==> config.mk <==
export PLATFORM = sky130hd
export DESIGN_NAME = io_uart_tx
export DESIGN_NICKNAME = d
export VERILOG_FILES = /design/src/rtl/io_uart_tx.sv
export SDC_FILE = /design/constraint.sdc
export NUM_CORES = 1
export LEC_CHECK = 0
export ABC_CLOCK_PERIOD_IN_PS = 3000
export CAP_MARGIN = 20
export CORE_ASPECT_RATIO = 1.4
export CORE_UTILIZATION = 40
export CTS_CLUSTER_DIAMETER = 40
export DETAILED_ROUTE_END_ITERATION = 7
export HOLD_SLACK_MARGIN = 0.15
export PLACE_DENSITY = 0.72
export SLEW_MARGIN = 30
export SYNTH_ARGS = -nofsm -noshare
export SYNTH_HDL_FRONTEND = slang
export SYNTH_SLANG_ARGS = --single-unit
==> constraint.sdc <==
create_clock -name clk -period 3 [get_ports clk]
set_clock_uncertainty 0.1 [all_clocks]
set_input_delay 0.45 -clock clk [delete_from_list [all_inputs] [get_ports clk]]
set_output_delay 0.45 -clock clk [all_outputs]
set_load 0.005 [all_outputs]
==> src/rtl/io_uart_tx.sv <==
// rtl/io_uart_tx.sv - IO-mapped 8N1 UART transmitter with byte buffer and programmable bit rate
//
// Responder on the MMU IO port. Software pushes bytes to TXDATA; the serialiser
// sends them LSB first, one start bit and one stop bit, at DIVISOR+1 clocks per bit.
//
// Build option: define IO_UART_TX_FIFO_EN for a FIFO of depth 2**FIFO_AW; without it
// a single-entry holding register buffers one byte.
//
// Parameters:
//   BASE_ADDR     block selected when io_addr[7:4] == BASE_ADDR[7:4]
//   DEFAULT_DIV   reset value of DIVISOR (clocks per bit minus 1)
//   FIFO_AW       FIFO address width (FIFO build only)
//
// Ports:
//   clk            clock, all state on rising edge
//   resetb         asynchronous active-low reset
//   io_addr[7:0]   byte address; [3:2] selects register, [1:0] ignored
//   io_en          access strobe
//   io_we          1 = write, 0 = read (qualified by io_en)
//   io_data_write  write data
//   io_data_read   combinational read data, 0 when not selected
//   txd            serial output, idle high
//
// Register map (offset from base):
//   0x0 TXDATA  W  push [7:0]; reads 0
//   0x4 STATUS  R  [0] busy [1] full [2] empty [3] overflow [15:8] count; any write clears overflow
//   0x8 DIVISOR RW [15:0]
//   0xC CTRL    RW [0] enable, [1] flush (write-1 pulse, reads 0)

module io_uart_tx #(
    parameter logic [7:0]  BASE_ADDR   = 8'h00,
    parameter logic [15:0] DEFAULT_DIV = 16'd867,
    parameter int          FIFO_AW     = 3
) (
    input  logic        clk,
    input  logic        resetb,
    input  logic [7:0]  io_addr,
    input  logic        io_en,
    input  logic        io_we,
    input  logic [31:0] io_data_write,
    output logic [31:0] io_data_read,
    output logic        txd
);

    localparam logic [1:0] REG_TXDATA  = 2'd0;
    localparam logic [1:0] REG_STATUS  = 2'd1;
    localparam logic [1:0] REG_DIVISOR = 2'd2;
    localparam logic [1:0] REG_CTRL    = 2'd3;

    typedef enum logic [1:0] {
        S_IDLE  = 2'd0,
        S_START = 2'd1,
        S_DATA  = 2'd2,
        S_STOP  = 2'd3
    } state_t;

    // ------------------------------------------------------------------
    // Bus decode
    // ------------------------------------------------------------------
    logic       sel;
    logic       wr;
    logic [1:0] reg_idx;
    logic       push;
    logic       flush;
    logic       pop;
    logic       push_ok;

    assign sel     = (io_addr[7:4] == BASE_ADDR[7:4]);
    assign wr      = sel & io_en & io_we;
    assign reg_idx = io_addr[3:2];
    assign push    = wr && (reg_idx == REG_TXDATA);
    assign flush   = wr && (reg_idx == REG_CTRL) && io_data_write[1];

    logic unused_bits;
    assign unused_bits = ^{io_addr[1:0], io_data_write[31:16], BASE_ADDR[3:0]};

    // ------------------------------------------------------------------
    // Byte buffer
    // ------------------------------------------------------------------
    logic             full;
    logic             empty;
    logic [7:0]       head;
    logic [FIFO_AW:0] count;

    // A pop in the same cycle frees a slot, so a push into a full buffer is
    // still accepted then. Flush discards everything including this push.
    assign push_ok = push && !flush && (!full || pop);

`ifdef IO_UART_TX_FIFO_EN
    localparam int DEPTH = 1 << FIFO_AW;

    logic [7:0]         mem [DEPTH];
    logic [FIFO_AW-1:0] wr_ptr;
    logic [FIFO_AW-1:0] rd_ptr;

    assign full  = (count == (FIFO_AW + 1)'(DEPTH));
    assign empty = (count == '0);
    assign head  = mem[rd_ptr];

    always_ff @(posedge clk) begin
        if (push_ok) begin
            mem[wr_ptr] <= io_data_write[7:0];
        end
    end

    always_ff @(posedge clk or negedge resetb) begin
        if (!resetb) begin
            wr_ptr <= '0;
            rd_ptr <= '0;
            count  <= '0;
        end else if (flush) begin
            // The head byte popped this cycle is still captured by the serialiser.
            wr_ptr <= '0;
            rd_ptr <= '0;
            count  <= '0;
        end else begin
            if (push_ok) begin
                wr_ptr <= wr_ptr + FIFO_AW'(1);
            end
            if (pop) begin
                rd_ptr <= rd_ptr + FIFO_AW'(1);
            end
            case ({push_ok, pop})
                2'b10:   count <= count + (FIFO_AW + 1)'(1);
                2'b01:   count <= count - (FIFO_AW + 1)'(1);
                default: count <= count;
            endcase
        end
    end
`else
    logic [7:0] hold;
    logic       hold_valid;

    assign full  = hold_valid;
    assign empty = !hold_valid;
    assign head  = hold;
    assign count = (FIFO_AW + 1)'(hold_valid);

    always_ff @(posedge clk or negedge resetb) begin
        if (!resetb) begin
            hold       <= '0;
            hold_valid <= 1'b0;
        end else if (flush) begin
            hold_valid <= 1'b0;
        end else if (push_ok) begin
            // Also covers push-while-popping: the old byte leaves, the new one stays.
            hold       <= io_data_write[7:0];
            hold_valid <= 1'b1;
        end else if (pop) begin
            hold_valid <= 1'b0;
        end
    end
`endif

    // ------------------------------------------------------------------
    // Control registers
    // ------------------------------------------------------------------
    logic [15:0] divisor;
    logic        enable;
    logic        overflow;

    always_ff @(posedge clk or negedge resetb) begin
        if (!resetb) begin
            divisor  <= DEFAULT_DIV;
            enable   <= 1'b1;
            overflow <= 1'b0;
        end else begin
            if (wr && (reg_idx == REG_DIVISOR)) begin
                divisor <= io_data_write[15:0];
            end
            if (wr && (reg_idx == REG_CTRL)) begin
                enable <= io_data_write[0];
            end
            if (wr && (reg_idx == REG_STATUS)) begin
                overflow <= 1'b0;
            end else if (push && !flush && full && !pop) begin
                overflow <= 1'b1;
            end
        end
    end

    // ------------------------------------------------------------------
    // Serialiser
    // ------------------------------------------------------------------
    state_t      state;
    state_t      next_state;
    logic [15:0] bit_cnt;
    logic [2:0]  bit_idx;
    logic [7:0]  shift;
    logic        tick;
    logic        busy;

    // bit_cnt counts down from DIVISOR; the bit ends when it reaches zero.
    assign tick = (bit_cnt == '0);
    assign busy = (state != S_IDLE);

    always_ff @(posedge clk or negedge resetb) begin
        if (!resetb) begin
            state <= S_IDLE;
        end else begin
            state <= next_state;
        end
    end

    always_comb begin
        next_state = state;
        pop        = 1'b0;
        case (state)
            S_IDLE: begin
                if (enable && !empty) begin
                    next_state = S_START;
                    pop        = 1'b1;
                end
            end
            S_START: begin
                if (tick) begin
                    next_state = S_DATA;
                end
            end
            S_DATA: begin
                if (tick && (bit_idx == 3'd7)) begin
                    next_state = S_STOP;
                end
            end
            S_STOP: begin
                if (tick) begin
                    if (enable && !empty) begin
                        next_state = S_START;
                        pop        = 1'b1;
                    end else begin
                        next_state = S_IDLE;
                    end
                end
            end
            default: next_state = S_IDLE;
        endcase
    end

    // Reload from the live DIVISOR at every bit boundary, so a write lands
    // on the next bit rather than the next frame.
    always_ff @(posedge clk or negedge resetb) begin
        if (!resetb) begin
            bit_cnt <= '0;
            bit_idx <= '0;
            shift   <= '0;
        end else if (pop) begin
            shift   <= head;
            bit_idx <= '0;
            bit_cnt <= divisor;
        end else if (state != S_IDLE) begin
            if (tick) begin
                bit_cnt <= divisor;
                if (state == S_DATA) begin
                    shift   <= {1'b0, shift[7:1]};
                    bit_idx <= bit_idx + 3'd1;
                end
            end else begin
                bit_cnt <= bit_cnt - 16'd1;
            end
        end
    end

    // Decoded from state so an asynchronous reset drives the line high at once.
    always_comb begin
        txd = 1'b1;
        case (state)
            S_START: txd = 1'b0;
            S_DATA:  txd = shift[0];
            default: txd = 1'b1;
        endcase
    end

    // ------------------------------------------------------------------
    // Read mux
    // ------------------------------------------------------------------
    always_comb begin
        io_data_read = '0;
        if (sel) begin
            case (reg_idx)
                REG_STATUS:  io_data_read = {16'd0, 8'(count), 4'd0, overflow, empty, full, busy};
                REG_DIVISOR: io_data_read = {16'd0, divisor};
                REG_CTRL:    io_data_read = {31'd0, enable};
                default:     io_data_read = '0;
            endcase
        end
    end

endmodule

## Yosys cells after proc, flatten, opt, wreduce, memory -nomap -nowiden

Index checks and enable logic that the tools add are counted.

- Bits in registers: 56
- Input bits: 44
- Output and inout port bits: 33

- $add $sub $neg: 2
- Equality and inequality tests: 11
- Muxes and demuxes: 28
- Bitwise gates (word level): 3
- Reduce and logical (&&, ||, !) cells: 28

Operators by type and width:

| operator | count |
|---|---|
| 16-bit two-way mux | 4 |
| 16-bit case mux with 3 select lines | 1 |
| 8-bit two-way mux | 4 |
| 16-bit zero test | 1 |
| 16-bit by 1-bit subtractor with 16-bit output, second input constant | 1 |
| 3-bit two-way mux | 4 |
| 1-bit logical AND | 11 |
| 2-bit nonzero test | 5 |
| 2-bit equality test, second input constant | 4 |
| 1-bit two-way mux | 8 |
| 2-bit two-way mux | 4 |
| 2-bit != test, second input constant | 4 |
| 2-bit case mux with 4 select lines | 1 |
| 2-bit by 1-bit equality test with 1-bit output, second input constant | 2 |
| 2-bit zero test | 2 |
| 4-bit zero test | 1 |
| 1-bit case mux with 2 select lines | 2 |
| 4-bit AND reduction | 1 |
| 3-bit by 1-bit adder with 3-bit output, second input constant | 1 |
| 3-bit equality test, second input constant | 1 |
| 1-bit zero test | 3 |
| 3-bit AND reduction | 1 |
| 3-bit nonzero test | 1 |
| 1-bit AND | 2 |
| other kinds (3) | 3 |

## Longest topological paths before layout

- Word-level depth: 11
- Depth in mapped cells: 9
- Mapped depth without buffers: 7

## Worst setup path before layout

OpenSTA, ideal clock, no wires.

- Path kind: register to register
- Start point: reg bit_cnt[0]
- End point: reg hold[0], in the netlist head[0]
- Arrival: 2.319 ns
- Data required time: 2.775 ns
- Setup slack: 0.456 ns
- Cell stages (with the launch flop): 9
- Buffers on the path: 1
- Cells stage by stage: dfrtp_1 inv_1 ha_1 nor4b_1 and4_1 a31oi_1 or4_1 buf_4 mux2_4

- Word-level cells in the longest chain between the ends: 6

Ends and longest elaborated chain:

| element | line | RTL |
|---|---|---|
| start, declared | 187 | `logic [15:0] bit_cnt;` |
| start signal, assigned | 249 | `bit_cnt <= divisor;` |
| start signal, assigned | 252 | `bit_cnt <= divisor;` |
| start signal, assigned | 258 | `bit_cnt <= bit_cnt - 16'd1;` |
| 16-bit zero test | 194 | `assign tick = (bit_cnt == '0);` |
| 1-bit two-way mux | 226 | `if (tick) begin` |
| 1-bit case mux with 2 select lines | 208 | `case (state)` |
| 1-bit logical OR | 87 | `assign push_ok = push && !flush && (!full \|\| pop);` |
| 1-bit logical AND | 87 |  |
| 2-bit AND reduction (no line) | - |  |
| end signal, assigned | 147 | `hold <= io_data_write[7:0];` |
| end, declared | 131 | `logic [7:0] hold;` |

Every way passes these cells.
A chain may end at the register's enable or synchronous reset.

## Worst setup path after layout

- Start point: reg state[0]
- End point: out io_data_read[0]

- Word-level cells in the longest chain between the ends: 3

Ends and longest elaborated chain:

| element | line | RTL |
|---|---|---|
| start, declared | 185 | `state_t state;` |
| start signal, assigned | 201 | `state <= next_state;` |
| 2-bit nonzero test | 195 | `assign busy = (state != S_IDLE);` |
| 16-bit case mux with 3 select lines | 279 | `case (reg_idx)` |
| 16-bit two-way mux | 278 | `if (sel) begin` |
| end, declared | 41 | `output logic [31:0] io_data_read,` |

Every way passes these cells.

==> flow_summary_export.csv <==
group,metric,value,unit
outcome,status,"completed",
final_layout,nets,427,
min_path,holdPathEnd,"head[3]",
clock_network,cts-root-buf,"clkbuf_16",
worst_setup_path,cp-start-kind,"register",
synthesis,synthTopCellsByArea,"dfrtp_1 37%, mux2_2 12%, dfstp_2 5.5%, buf_4 3.8%, mux2_4 3.6%",
synthesis,synth_top_area_frac,0.3661,
final_layout,n_antenna_cell,0,
worst_setup_path,worstReg2RegStart,"bit_cnt[0]",
global_route,overflow,0,
min_path,hold_class,"register to register",
synthesis,avgSynthCellArea,10.15,um^2
die,pin_count,77,
die,die_area,8749,um^2
final_layout,n_fill_cell,752,
drt,first_pass_iters,4,
power,p_per_area,627.3,nW/um^2
clock_network,htree_num_levels,2,
final_layout,multi_input_area,1770,um^2
place,place_hpwl,5769,um
power,ir_drop,388.6,uV
global_route,grt_max_degree,38,
clock_network,cts_buffers,5,
worst_setup_path,critPathRequiredTime,2450,ps
die,die_x,79.34,um
final_layout,seqCellArea,1410,um^2
clock_network,clkLatencyLatePin,300,ps
synthesis,synth_cell_type_count,51,
synthesis,ys_top_cells_by_count,"49 x dfrtp_1, 36 x mux2_2, 26 x nor2_1, 17 x buf_4, 17 x nand2_1",
worst_setup_path,path_max_fanout,37,
drt,ant_nets,0,
worst_setup_path,crit_type,"register to output pin",
global_route,grt_pass1_wl,12700,um
die,row_count,39,
timing,finalHoldViolations,0,
timing,maxClockFrequency,355.4,MHz
timing,post-route-period-util,0.9379,
clock_network,clkSlewWorstSetupHoldPaths,80,ps
global_route,antenna_found_initial,0,
drt,avgViaCountPerCell,5.508,
place,place_inst,469,
synthesis,synth_area,3349,um^2
min_path,hold_depth,1,
global_route,first_global_vias,2636,
worst_setup_path,crit_arrival,2260,ps
timing,min_period,2814,ps
timing,slew_violations,0,
synthesis,synth_edf_count,0,
drt,dr_total_vias,2633,
place,io_buffers,42,
worst_setup_path,r2r_cells,8,
worst_setup_path,end_kind,"output pin",
global_route,grt.total_usage,0.1894,
synthesis,netlist_instances,330,
clock_network,ctsResizeCount,0,
synthesis,yosysWarnings,0,
final_layout,drive_gt1_frac,0.2234,
die,die_y,110.3,um
drt,wl,7810,um
worst_setup_path,r2r-end,"head[2]",
drt,wl_per_cell,16.34,um
flow_run,drv_cap,0,
die,coreArea,8149,um^2
final_layout,syn_to_final_growth,20.47,%
synthesis,synth_ff_type,"dfrtp_1",
timing,tightestPinTransition,721.7,ps
drt,drcViolationCount,0,
final_layout,instances_no_fill,478,
synthesis,synth_most_common_cell,"dfrtp_1",
worst_setup_path,rrSetupSlack,270,ps
synthesis,ys_ff_latch,56,
clock_network,cts_tree,"yes",
clock_network,clock-sinks,56,
synthesis,synth_top_area_cell,"dfrtp_1",
clock_network,ctsLongestPathBuffers,2,
synthesis,ys_async_sr_fraction,1.000,
timing,relSlewSlack,0.5178,
timing,setup_viol,0,
min_path,hp-start,"head[3]",
synthesis,ys_seq_area_frac,0.4210,
timing,tns,0,ps
drt,drt_iter0_drc,119,
place,gp_congestion,0.8979,
power,leakagePower,1.774,nW
timing,rsz0062_at_grt,"false",
die,start_util,0.4110,
==> power by group <==
part	total (mW)	internal (mW)	switching (mW)
Clock	0.603	0.316	0.287
Sequential	1.08	0.888	0.195
Combinational	0.845	0.386	0.459
Total	2.53	1.59	0.941
==> sequential cells by signal (all words and copies together), names as in the netlist <==
register,cells
shift,8
divisor,16
head,8
bit_idx,3
enable,1
state,2
full,1
overflow,1
bit_cnt,16
==> metal layers <==
metal	routed length (um)	part of all wire	vias to the layer above	GRT usage
met5	0	0	-	0
met4	172	0.022	0	0.09481
met3	240	0.031	9	0.01975
met2	4308	0.55	75	0.3510
met1	3088	0.40	1294	0.2140
li1	-	-	1255	-
==> cell families (layout without fill, tap and decap cells) <==
family	count (synthesis)	after routing	share of synthesized area
AO/OA/AOI/OAI	55	55	0.1080
XOR/XNOR	6	6	0.01569
adder cells (fa/ha/maj)	8	8	0.02989
buffers and inverters	45	76	0.07097
flip-flops	56	56	0.4210
multiplexers	51	51	0.1778
other	1	16	0.001120
AND/OR/NAND/NOR	108	108	0.1756
==> worst max-delay path by stage <==
stage | to | start | cells past startpoint
after floorplan | head[0] | bit_cnt[0] | 8
after global placement | io_data_read[8] | io_addr[5] | 4
after detailed placement | io_data_read[1] | io_addr[5] | 4
after CTS | io_data_read[1] | io_addr[5] | 4
after global routing | io_data_read[0] | state[0] | 7
final | io_data_read[0] | state[0] | 7
==> layout make-up <==
class | instances | share of cell area
Inverter | 10 | 0.009302
Clock inverter | 3 | 0.006512
Multi-Input combinational cell | 244 | 0.4388
Sequential cell | 56 | 0.3495
Timing Repair Buffer | 58 | 0.1333
Clock buffer | 5 | 0.03101
Tap cell | 102 | 0.03163
==> critical path: stages (launching register included) <==
cell,delay (ps)
dfrtp_1,450
inv_1,140
ha_1,180
buf_4,350
mux2i_1,130
a22oi_1,170
nor2_1,70
clkdlybuf4s50_1,450
==> through the flow <==
step	total power, mW	instance area, um^2	util	hold slack [ps]	setup slack, ps
final	2.531	4035	0.4952	413.0	186.2
after global routing	2.675	4035	0.4952	432.3	80.92
after CTS	2.534	4035	0.4952	412.7	215.0
after detailed placement	1.927	3874	0.4754	361.4	215.3
after global placement	1.888	3874	0.4754	352.0	228.8
after floorplan	1.675	3406	-	54.41	456.3
==> repair_timing <==
action	4_1_cts	5_1_grt
buffers inserted	0	0
endpoints found under the hold margin	19	0
hold buffers	1	0
==> placed cells by master (no fill, tap or decap), types with 6 or more instances in the layout <==
master,Yosys,routed
nand2_1,17,17
inv_1,10,10
a211oi_1,6,6
nand3_1,10,10
ha_1,8,8
clkdlybuf4s50_1,0,41
and3_1,13,13
buf_4,17,15
a21oi_1,15,15
nor3_1,7,7
o21ai_0,10,10
dfrtp_1,49,49
mux2_4,8,8
mux2_2,36,36
mux2i_1,7,7
nor4_1,8,6
conb_1,1,16
dfstp_2,7,7
nor2_1,26,26
Note: power is estimated with default switching activity, not from simulation.
